==> src/rtl/alu_count_sched.sv <==
// alu_count_sched: two-requester round-robin front end for a bit-serial set-bit count of {argA, argB}.
// Optional build macro ALU_COUNT_EARLY_EXIT_EN ends counting as soon as no set bits remain.
module alu_count_sched #(
  parameter int BITS = 2,
  localparam int LEN = 2 * BITS
) (
  input  logic                   i_clk,
  input  logic                   i_rst,
  input  logic                   i_valid0,
  input  logic signed [BITS-1:0] i_argA0,
  input  logic signed [BITS-1:0] i_argB0,
  output logic                   o_ready0,
  input  logic                   i_valid1,
  input  logic signed [BITS-1:0] i_argA1,
  input  logic signed [BITS-1:0] i_argB1,
  output logic                   o_ready1,
  output logic                   o_valid,
  output logic [BITS-1:0]        o_result,
  output logic                   o_id,
  input  logic                   i_ready,
  output logic                   o_busy
);

  localparam int CW = (LEN > 1) ? $clog2(LEN) : 1;

  localparam logic [1:0] S_IDLE  = 2'd0;
  localparam logic [1:0] S_COUNT = 2'd1;
  localparam logic [1:0] S_DONE  = 2'd2;

  logic [1:0]      state_q, state_d;
  logic [LEN-1:0]  shift_q, shift_d;
  logic [BITS-1:0] acc_q, acc_d;
  logic [CW-1:0]   cnt_q, cnt_d;
  logic            id_q, id_d;
  logic            ptr_q, ptr_d;
  logic            grant0_s, grant1_s;
  logic            last_s;

  // ptr_q names the requester that wins when both are valid.
  always_comb begin
    grant0_s = i_valid0 && (!i_valid1 || !ptr_q);
    grant1_s = i_valid1 && (!i_valid0 || ptr_q);
  end

`ifdef ALU_COUNT_EARLY_EXIT_EN
  assign last_s = (cnt_q == CW'(LEN - 1)) || ((shift_q >> 1) == '0);
`else
  assign last_s = (cnt_q == CW'(LEN - 1));
`endif

  always_comb begin
    state_d = state_q;
    shift_d = shift_q;
    acc_d   = acc_q;
    cnt_d   = cnt_q;
    id_d    = id_q;
    ptr_d   = ptr_q;
    case (state_q)
      S_IDLE: begin
        if (grant0_s) begin
          shift_d = {i_argA0, i_argB0};
          acc_d   = '0;
          cnt_d   = '0;
          id_d    = 1'b0;
          ptr_d   = 1'b1;
          state_d = S_COUNT;
        end else if (grant1_s) begin
          shift_d = {i_argA1, i_argB1};
          acc_d   = '0;
          cnt_d   = '0;
          id_d    = 1'b1;
          ptr_d   = 1'b0;
          state_d = S_COUNT;
        end else begin
          state_d = S_IDLE;
        end
      end
      S_COUNT: begin
        // Accumulator is BITS wide on purpose: the count wraps modulo 2^BITS.
        acc_d   = acc_q + BITS'(shift_q[0]);
        shift_d = shift_q >> 1;
        cnt_d   = cnt_q + CW'(1);
        if (last_s) begin
          state_d = S_DONE;
        end else begin
          state_d = S_COUNT;
        end
      end
      S_DONE: begin
        if (i_ready) begin
          state_d = S_IDLE;
        end else begin
          state_d = S_DONE;
        end
      end
      default: begin
        state_d = S_IDLE;
      end
    endcase
  end

  always_ff @(posedge i_clk) begin
    if (i_rst) begin
      state_q <= S_IDLE;
      shift_q <= '0;
      acc_q   <= '0;
      cnt_q   <= '0;
      id_q    <= 1'b0;
      ptr_q   <= 1'b0;
    end else begin
      state_q <= state_d;
      shift_q <= shift_d;
      acc_q   <= acc_d;
      cnt_q   <= cnt_d;
      id_q    <= id_d;
      ptr_q   <= ptr_d;
    end
  end

  assign o_ready0 = (state_q == S_IDLE) && grant0_s;
  assign o_ready1 = (state_q == S_IDLE) && grant1_s;
  assign o_valid  = (state_q == S_DONE);
  assign o_result = acc_q;
  assign o_id     = id_q;
  assign o_busy   = (state_q != S_IDLE);

endmodule

==> config.mk <==
export PLATFORM = sky130hd
export DESIGN_NAME = alu_count_sched
export DESIGN_NICKNAME = d
export VERILOG_FILES = /design/src/rtl/alu_count_sched.sv
export SDC_FILE = /design/constraint.sdc
export NUM_CORES = 1
export LEC_CHECK = 0
export ABC_AREA = 1
export CORE_MARGIN = 2
export CORE_UTILIZATION = 48
export CTS_CLUSTER_SIZE = 28
export DETAILED_ROUTE_END_ITERATION = 7
export GPL_TIMING_DRIVEN = 0
export PLACE_DENSITY = 0.92
export SETUP_SLACK_MARGIN = 0.15
export SYNTH_ARGS = -nofsm -noshare
export SYNTH_HDL_FRONTEND = slang
export SYNTH_SLANG_ARGS = --single-unit
==> constraint.sdc <==
create_clock -name i_clk -period 1.7 [get_ports i_clk]
set_input_delay 0.17 -clock i_clk [delete_from_list [all_inputs] [get_ports i_clk]]
set_output_delay 0.17 -clock i_clk [all_outputs]
set_load 0.01 [all_outputs]
==> results of run 1 <==
## cell type report
class | instances | area [sq um] | share of cell area [%]
Tap cell | 15 | 18.8 | 2.08
Sequential cell | 12 | 245 | 27.2
Multi-Input combinational cell | 67 | 368 | 40.8
Inverter | 14 | 52.6 | 5.83
Buffer | 3 | 22.5 | 2.50
Clock buffer | 3 | 22.5 | 2.50
Timing Repair Buffer | 18 | 173 | 19.1
## report_power, final
group	internal [uW]	total [uW]	leakage [uW]	switching [uW]
combinational	88.3	189	0.000324	100
clock	82.0	171	0.0000138	89.1
sequential	305	321	0.0000997	15.9
## logic make-up (layout without fill, tap and decap cells)
family          after synthesis  after routing  synth area share (%)
flops                        12             12                  35.2
fa+ha+maj                     2              2                  3.66
compound gates               13             13                  9.52
buf+inv                      17             38                  11.0
simple gates                 52             52                  40.7
## state kept, by name (all words and copies together) (netlist names)
signal    flops
o_result      2
ptr_q         1
cnt_q         2
o_id          1
shift_q       4
state_q       2
## layout by cell type (no fill, tap or decap), types with 2 or more instances in the layout
| cell type | count |
|---|---|
| nor2_2 | 2 |
| dlygate4sd2_1 | 4 |
| nand3_2 | 4 |
| clkdlybuf4s50_1 | 13 |
| nand2_2 | 3 |
| nand2_4 | 2 |
| inv_1 | 12 |
| nor2_1 | 6 |
| clkbuf_4 | 3 |
| buf_4 | 2 |
| dfxtp_1 | 10 |
| nand3_1 | 13 |
| inv_2 | 2 |
| nand2_1 | 19 |
| a21oi_1 | 10 |
| o21ai_1 | 2 |
| ha_1 | 2 |
## through the flow
step | hold WS, ns | util (%)
floorplan | 0.341 | -
global placement | 0.451 | 66.2
detailed placement | 0.459 | 66.2
CTS | 0.243 | 68.5
global route | 0.282 | 68.5
finish | 0.254 | 68.5
## per-layer routing
metal	wire length, um	vias to the layer above	part of all wire [%]	global-route usage (%)
met5	0	-	0	0
met4	54	0	3.9	8.39
met3	57	6	4.1	6.96
met2	669	13	49	28.4
met1	596	299	43	21.1
li1	-	351	-	-
## worst min path at each step
stage,endpoint
6_report,o_id
4_1_cts,o_id
3_5_place_dp,cnt_q[0]
2_1_floorplan,state_q[1]
5_1_grt,ptr_q
3_3_place_gp,cnt_q[0]
## critical path, cell delays in order
cell and delay (ns):
clkdlybuf4s50_1 0.46, nand2_2 0.16, nand3_2 0.13, inv_1 0.09
dlygate4sd2_1 0.30
## repair_timing
action,in CTS,in global routing
setup buffers,1,0
resized for setup,7,0
setup endpoints to repair,4,0
==> qor.yml, run 1 <==
status: "completed"
hold_path.class: "in2reg"
holdPathStages: 2
cts_sinks: 12
diodes: 0
ys_types: 20
grt_antenna_before_repair: 0
core_area_sq_um: 1320
hpwl_mm: 1.10
path_clk_slew_ns: 0.07
r2r_cells: 6
r2r-start: "state_q[0]"
start_kind: "input port"
tritoncts: "done"
min-delay-start: "i_rst"
drt-vias-per-instance: 5.07
synth_ff_type: "dfxtp_1"
die_x_um: 41.7
io_buffer_count: 17
slew_viol_final: 0
synth_edf_count: 0
pre_cts_slack_ns: -0.0587
ios: 20
power_uw: 681
grt_max_degree: 11
gp_congestion: 0.796
ys_seq_elements: 12
final_area_sq_um: 902
fin_cells: 132
crit_path_end_kind: "primary output"
post-route-drc-count: 0
fin_ws_ns: 0.218
rr_endpoint: "shift_q[2]"
fmax_ghz: 0.675
powerDensity_nw_per_um2: 755
cts_hold_buf: 0
routed_wirelength_mm: 1.38
syn_nets: 111
synth_area_leader_cell: "dfxtp_1"
synth.most_common_cell: "nand2_1"
setup.worst_path.start: "i_valid1"
worstSetupEndpoint: "o_ready0"
async_flop_share_pct: 0
arrival_ns: 1.31
synth_top_area_share_pct: 35.2
grt_pass1_vias: 614
finalSetupTns_ns: 0
initial_core_util_pct: 51.9
syn_area_per_cell_sq_um: 7.12
ant_nets: 0
place_area_sq_um: 872
wire_per_inst_um: 10.4
clock_path_buffers: 2
fillers: 121
std_cell_rows: 13
fin_crit_ns: 1.48
final_nets: 134
r2r_slack_ns: 0.66
crit_type: "in2out"
finalSetupViolCount: 0
die-area_sq_um: 1740
first_pass_iters: 4
h-tree-depth: 1
syn_area_sq_um: 683
yosysSeqAreaShare_pct: 35.2
vdd.ir_drop.worst_v: 0.000613
cap_violations: 0
worst-path-max-fanout: 6
critPathRequiredTime_ns: 1.53
grt_util_all_layers_pct: 17.9
synthTopCellsByCount: "nand2_1, nand3_1, dfxtp_1, inv_1, a21oi_1"
syn_inst: 96
globalRouteOverflowTotal: 0
rsz0062_at_grt: "no"
cts_buffers: 3
yosysWarnings: 0
vias: 669
worst_pin_slew_ns: 0.357
drive_above_1_share_pct: 19.7
drt_iter0_markers: 15
worst_clock_skew_ns: 0.00334
dp_cells: 128
power.leakage_uw: 0.000437
finalHoldViolCount: 0
timing.final.crit_share_pct: 87.2
max-slew-margin-rel_pct: 76.2
yosys-top-cells-area: "dfxtp_1, nand2_1, nand3_1"
clock_latency_ns: 0.27
synthToLayoutAreaGrowth_pct: 32.1
die_h_um: 41.7
grt_pass1_wl_mm: 2.44
root_buffer: "clkbuf_4"
(Power assumes the default switching activity.)
==> inputs of run 2 (changes only) <==
--- a/config.mk
+++ b/config.mk
@@ -7,11 +7,12 @@
 export LEC_CHECK = 0
 export ABC_AREA = 1
 export CORE_MARGIN = 2
-export CORE_UTILIZATION = 48
+export CORE_UTILIZATION = 45
+export CTS_CLUSTER_DIAMETER = 120
 export CTS_CLUSTER_SIZE = 28
 export DETAILED_ROUTE_END_ITERATION = 7
 export GPL_TIMING_DRIVEN = 0
-export PLACE_DENSITY = 0.92
+export PLACE_DENSITY = 0.77
 export SETUP_SLACK_MARGIN = 0.15
 export SYNTH_ARGS = -nofsm -noshare
 export SYNTH_HDL_FRONTEND = slang
==> constraint.sdc (replaced) <==
create_clock -name i_clk -period 1.5 [get_ports i_clk]
set_input_delay 0.15 -clock i_clk [delete_from_list [all_inputs] [get_ports i_clk]]
set_output_delay 0.15 -clock i_clk [all_outputs]
set_load 0.01 [all_outputs]
==> run 2 against run 1 <==
  * Clock power grew 15%
  * Combinational power grew 30%
  * Non-clock buffer count rose by 6
  * Routed wire length grew 11%
  * Cell area increased by 7.8%
  * Cell count grew 5.3%
  * Worst setup slack lost 0.019 ns
  * Sequential power up 13%
==> qor.yml, run 2 (synthesis results as in run 1) <==
status: "completed"
place_area_sq_um: 873  # +0.14%
core_area_sq_um: 1470  # +12%
r2r_slack_ns: 0.30  # -0.36 ns
max-slew-margin-rel_pct: 77.1  # +0.87 points
die_h_um: 43.0  # +3.0%
crit_path_end_kind: "primary output"
die-area_sq_um: 1850  # +6.0%
power.leakage_uw: 0.000486  # +11%
pre_cts_slack_ns: -0.163  # -0.104 ns
io_buffer_count: 17  # unchanged
grt_max_degree: 11  # unchanged
initial_core_util_pct: 46.4  # -5.4 points
wire_per_inst_um: 11.0  # +5.4%
path_delay_family: "buffers and inverters"
tritoncts: "done"
rsz0062_at_grt: "yes"
root_buffer: "clkbuf_4"
clock_latency_ns: 0.27  # about the same
crit_type: "reg2out"
grt_util_all_layers_pct: 18.8  # +0.87 points
drive_above_1_share_pct: 25.2  # +5.5 points
arrival_ns: 1.15  # -0.16 ns
timing.final.crit_share_pct: 86.7
synthToLayoutAreaGrowth_pct: 42.3
hold_slack_ns: 0.207  # -0.0473 ns
drt-vias-per-instance: 5.02  # -0.92%
die_x_um: 43.0  # +3.0%
final_cell_mix: "nand2_1, nand3_1, inv_1"
top_register: "shift_q"
worst_pin_slew_ns: 0.344  # -0.0131 ns
rr_endpoint: "shift_q[1]"
hpwl_mm: 1.12  # +2.3%
h-tree-depth: 1  # unchanged
final_nets: 140  # +4.5%
cap_violations: 0  # unchanged
r2r_cells: 8  # +2
worst-path-max-fanout: 2  # -4
ios: 20  # unchanged
grt_pass1_vias: 649  # +5.7%
fin_crit_ns: 1.30
r2r-start: "state_q[1]"
powerDensity_nw_per_um2: 828  # +9.6%
fmax_ghz: 0.769
path_clk_slew_ns: 0.08  # about the same
drt_iter0_markers: 3  # -12
layout_commonest_cell: "nand2_1"
final_util_pct: 66.1  # -2.4 points
fin_ws_ns: 0.199  # -0.0189 ns
hold_path.class: "in2reg"
cts_buffers: 3  # unchanged
largest_reg_flops: 4  # unchanged
start_kind: "flop"
cts_sinks: 12  # unchanged
ant_nets: 0  # unchanged
critPathRequiredTime_ns: 1.35  # -0.18 ns
slew_viol_final: 0  # unchanged
whs_endpoint: "o_id"
finalHoldViolCount: 0  # unchanged
path_cells: "clkdlybuf4s50_1"
std_cell_rows: 14  # +1
grt_antenna_before_repair: 0  # unchanged
min-delay-start: "i_rst"
power_uw: 805  # +18%
holdPathStages: 2  # unchanged
finalSetupViolCount: 0  # unchanged
clock_path_buffers: 2  # unchanged
routed_wirelength_mm: 1.53  # +11%
diodes: 0  # unchanged
worst_clock_skew_ns: 0.00904  # +0.00571 ns
gp_congestion: 0.786  # -1.4%
globalRouteOverflowTotal: 0  # unchanged
post-route-drc-count: 0  # unchanged
final_area_sq_um: 972  # +7.8%
path_buf_inv: 1  # -2
first_pass_iters: 4  # unchanged
vias: 698  # +4.3%
cpMaxStageDelayCell: "clkdlybuf4s50_1"
grt_pass1_wl_mm: 2.63  # +7.9%
vdd.ir_drop.worst_v: 0.000565  # -7.9%
slowest_delay_ns: 0.54  # +0.08 ns
-- run 2: cell count changes in the layout (fill, tap and decap cells not counted), moves of 2 or more --
cell / previous run / this run
clkdlybuf4s50_1: 13 / 10
nand3_4: 0 / 2
buf_4: 2 / 7
nand3_2: 4 / 2
buf_6: 1 / 3
clkdlybuf4s15_1: 0 / 2
-- run 2: per-layer routing --
metal  GRT usage [%]  part of all wire, %
met5               0                    0
met4            5.45                 0.59
met3            7.66                  3.8
met2            32.1                   52
met1            21.4                   43
-- run 2: timing repair --
item / CTS / global route
setup buffers: 3 / 4
cloned: 0 / 0
setup endpoints to repair: 5 / 4
hold buffers: 0 / 0
pin swaps: 2 / 1
gates resized for setup: 16 / 4
-- run 2: worst max-delay path by stage --
stage / from / end / slack [ns] / depth (start not counted)
2_1_floorplan: o_result[0] / o_result[1] / 0.46 / 4
3_3_place_gp: i_valid1 / o_ready0 / -0.15 / 5
3_5_place_dp: i_valid1 / o_ready0 / -0.16 / 5
4_1_cts: state_q[0] / o_busy / 0.15 / 4
5_1_grt: state_q[1] / o_ready0 / 0.12 / 4
6_report: o_id / o_id / 0.20 / 1
-- run 2: worst register-to-register path: stages, from the launching register on --
cell and delay [ns]:
dfxtp_2 0.34, nor2_4 0.15, buf_6 0.13, nand3_4 0.07, buf_4 0.14, nand3_2 0.08, nand2_1 0.07, nor2_2 0.07
nor2_1 0.04
-- run 2: cell type report --
type / instances / area, sq um
Tap cell: 16 / 20.0
Inverter: 14 / 52.6
Sequential cell: 12 / 245
Buffer: 3 / 22.5
Clock buffer: 3 / 22.5
Multi-Input combinational cell: 67 / 383
Timing Repair Buffer: 24 / 226
Fill cell: 135 / 499
-- run 2: through the flow --
step | instances | setup TNS, ns
4_1_cts | 135 | 0
2_1_floorplan | 96 | 0
3_3_place_gp | 129 | -0.222
3_5_place_dp | 129 | -0.238
6_report | 139 | 0
5_1_grt | 139 | 0
-- run 2: where the power goes --
group          switching (uW)  internal (uW)  total, uW  leakage (uW)
combinational             123            121        245      0.000373
sequential               17.8            346        364     0.0000997
clock                     104           92.9        196     0.0000138
==> inputs of run 3 (changes only) <==
--- a/config.mk
+++ b/config.mk
@@ -13,6 +13,7 @@
 export DETAILED_ROUTE_END_ITERATION = 7
 export GPL_TIMING_DRIVEN = 0
 export PLACE_DENSITY = 0.77
+export RECOVER_POWER = 100
 export SETUP_SLACK_MARGIN = 0.15
 export SYNTH_ARGS = -nofsm -noshare
 export SYNTH_HDL_FRONTEND = slang
==> run 3 against run 2 <==
  * Total power shrank 0.66%
  * Sequential share of layout area is 0.099 points higher
  * Largest cell class unchanged
  * Clock-buffer cell count is the same
  * Utilization down 0.60 points
  * Clock power about the same
  * Critical path type unchanged
  * Worst setup slack worse by 0.064 ns
  * Combinational power decreased by 2%
==> qor.yml, run 3 (synthesis results as in run 1) <==
cts_hold_buf: 0  # unchanged
cts_buffers: 3  # unchanged
final_nets: 140  # unchanged
finalSetupViolCount: 0  # unchanged
grt_antenna_before_repair: 0  # unchanged
drive_above_1_share_pct: 21.1  # -4.1 points
hold_slack_ns: 0.206  # -0.00100 ns
largest_reg_flops: 4  # unchanged
path_clk_slew_ns: 0.08  # about the same
crit_path_end_kind: "primary output"
ios: 20  # unchanged
diodes: 0  # unchanged
rsz0062_at_grt: "yes"
max-slew-margin-rel_pct: 77.3  # +0.21 points
vdd.ir_drop.worst_v: 0.000565  # about the same
drt-vias-per-instance: 4.97  # -1.0%
fmax_ghz: 0.733  # -4.7%
final_area_sq_um: 963  # -0.90%
fin_crit_ns: 1.36  # +0.0638 ns
h-tree-depth: 1  # unchanged
power.leakage_uw: 0.000471  # -3.2%
grt_util_all_layers_pct: 18.8  # unchanged
synthToLayoutAreaGrowth_pct: 41.0
root_buffer: "clkbuf_4"
arrival_ns: 1.21  # +0.06 ns
top_register: "shift_q"
path_cells: "dlygate4sd3_1"
vias: 691  # -1.0%
hold_path.class: "in2reg"
grt_pass1_wl_mm: 2.63  # unchanged
cpMaxStageDelayCell: "dlygate4sd3_1"
die_h_um: 43.0  # unchanged
gp_congestion: 0.786  # unchanged
timing.final.crit_share_pct: 91.0  # +4.3 points
globalRouteOverflowTotal: 0  # unchanged
status: "completed"
grt_max_degree: 11  # unchanged
path_buf_inv: 1  # unchanged
die-area_sq_um: 1850  # unchanged
drt_iter0_markers: 3  # unchanged
path_delay_family: "buffers and inverters"
std_cell_rows: 14  # unchanged
place_area_sq_um: 873  # unchanged
cap_violations: 0  # unchanged
clock_path_buffers: 2  # unchanged
clock_latency_ns: 0.27  # about the same
power_uw: 800  # -0.66%
slew_viol_final: 0  # unchanged
initial_core_util_pct: 46.4  # unchanged
layout_commonest_cell: "nand2_1"
worst_pin_slew_ns: 0.341  # -0.00310 ns
worst_clock_skew_ns: 0.00806  # -0.000979 ns
die_x_um: 43.0  # unchanged
ant_nets: 0  # unchanged
hpwl_mm: 1.12  # unchanged
routed_wirelength_mm: 1.53  # +0.26%
post-route-drc-count: 0  # unchanged
cts_sinks: 12  # unchanged
start_kind: "flop"
io_buffer_count: 17  # unchanged
critPathRequiredTime_ns: 1.35  # about the same
wire_per_inst_um: 11.0  # +0.26%
crit_type: "reg2out"
worst-path-max-fanout: 2  # unchanged
grt_pass1_vias: 649  # unchanged
slowest_delay_ns: 0.61  # +0.07 ns
core_area_sq_um: 1470  # unchanged
powerDensity_nw_per_um2: 830  # +0.24%
finalHoldViolCount: 0  # unchanged
first_pass_iters: 3  # -1
tritoncts: "done"
final_cell_mix: "nand2_1, inv_1, nand3_1"
==> run 3: cell count changes in the layout (fill, tap and decap cells not counted), sizes merged <==
cell           before  now
clkdlybuf4s15       2    0
clkbuf              3    5
dlygate4sd2         3    4
dlymetal6s2s        1    0
clkdlybuf4s25       0    2
clkdlybuf4s50      10    9
buf                11    9
dlygate4sd3         0    1
==> run 3: final cells by class <==
| type | instances | area, sq um |
|---|---|---|
| flip-flops and latches | 12 | 244 |
| clock buffers | 3 | 22.5 |
| multi-input cells | 67 | 383 |
| well taps | 16 | 20.0 |
| plain buffers | 3 | 22.5 |
| repair buffers | 24 | 219 |
| fillers | 137 | 508 |
| inverters | 14 | 52.6 |
==> run 3: routing by layer <==
metal,vias up,share of wire (%),track usage [%]
li1,360,-,-
met1,320,43,21.4
met2,9,52,32.1
met3,2,3.9,7.66
met4,0,0.59,5.45
met5,-,0,0
==> run 3: report_power, final <==
group / leakage, uW / total [uW] / switching [uW] / internal (uW)
Sequential: 0.0000992 / 364 / 17.7 / 346
Combinational: 0.000357 / 240 / 123 / 117
Clock: 0.0000138 / 196 / 103 / 92.9
Total: 0.000471 / 800 / 244 / 556
==> run 3: what timing repair did <==
| item | in CTS | in global routing |
|---|---|---|
| buffers inserted | 3 | 4 |
| setup endpoints to repair | 5 | 4 |
| gates resized for setup | 16 | 4 |
| pin swaps | 2 | 1 |
==> run 3: final timing paths <==
kind                            slack, ns  cells after the start  startpoint          to
worst min-delay path                 0.21                      2       i_rst        o_id
worst max register to register       0.21                      8  state_q[1]  shift_q[2]
worst max-delay path                 0.14                      1        o_id        o_id
worst min register to register       0.47                      1    cnt_q[0]    cnt_q[0]
==> run 3: worst register-to-register path: cells and delay by family (launching register included) <==
family,cells,cell delay [ns]
buffers and inverters,3,0.40
flip-flops,1,0.34
AND/OR/NAND/NOR,5,0.49
==> run 3: through the flow <==
step	setup slack [ns]	util, %	instances	TNS [ns]
after CTS	0.149	62.8	135	0
after detailed placement	-0.163	59.4	129	-0.238
after global placement	-0.150	59.4	129	-0.222
after floorplan	0.459	-	96	0
after global routing	0.0782	65.5	139	0
final	0.135	65.5	139	0
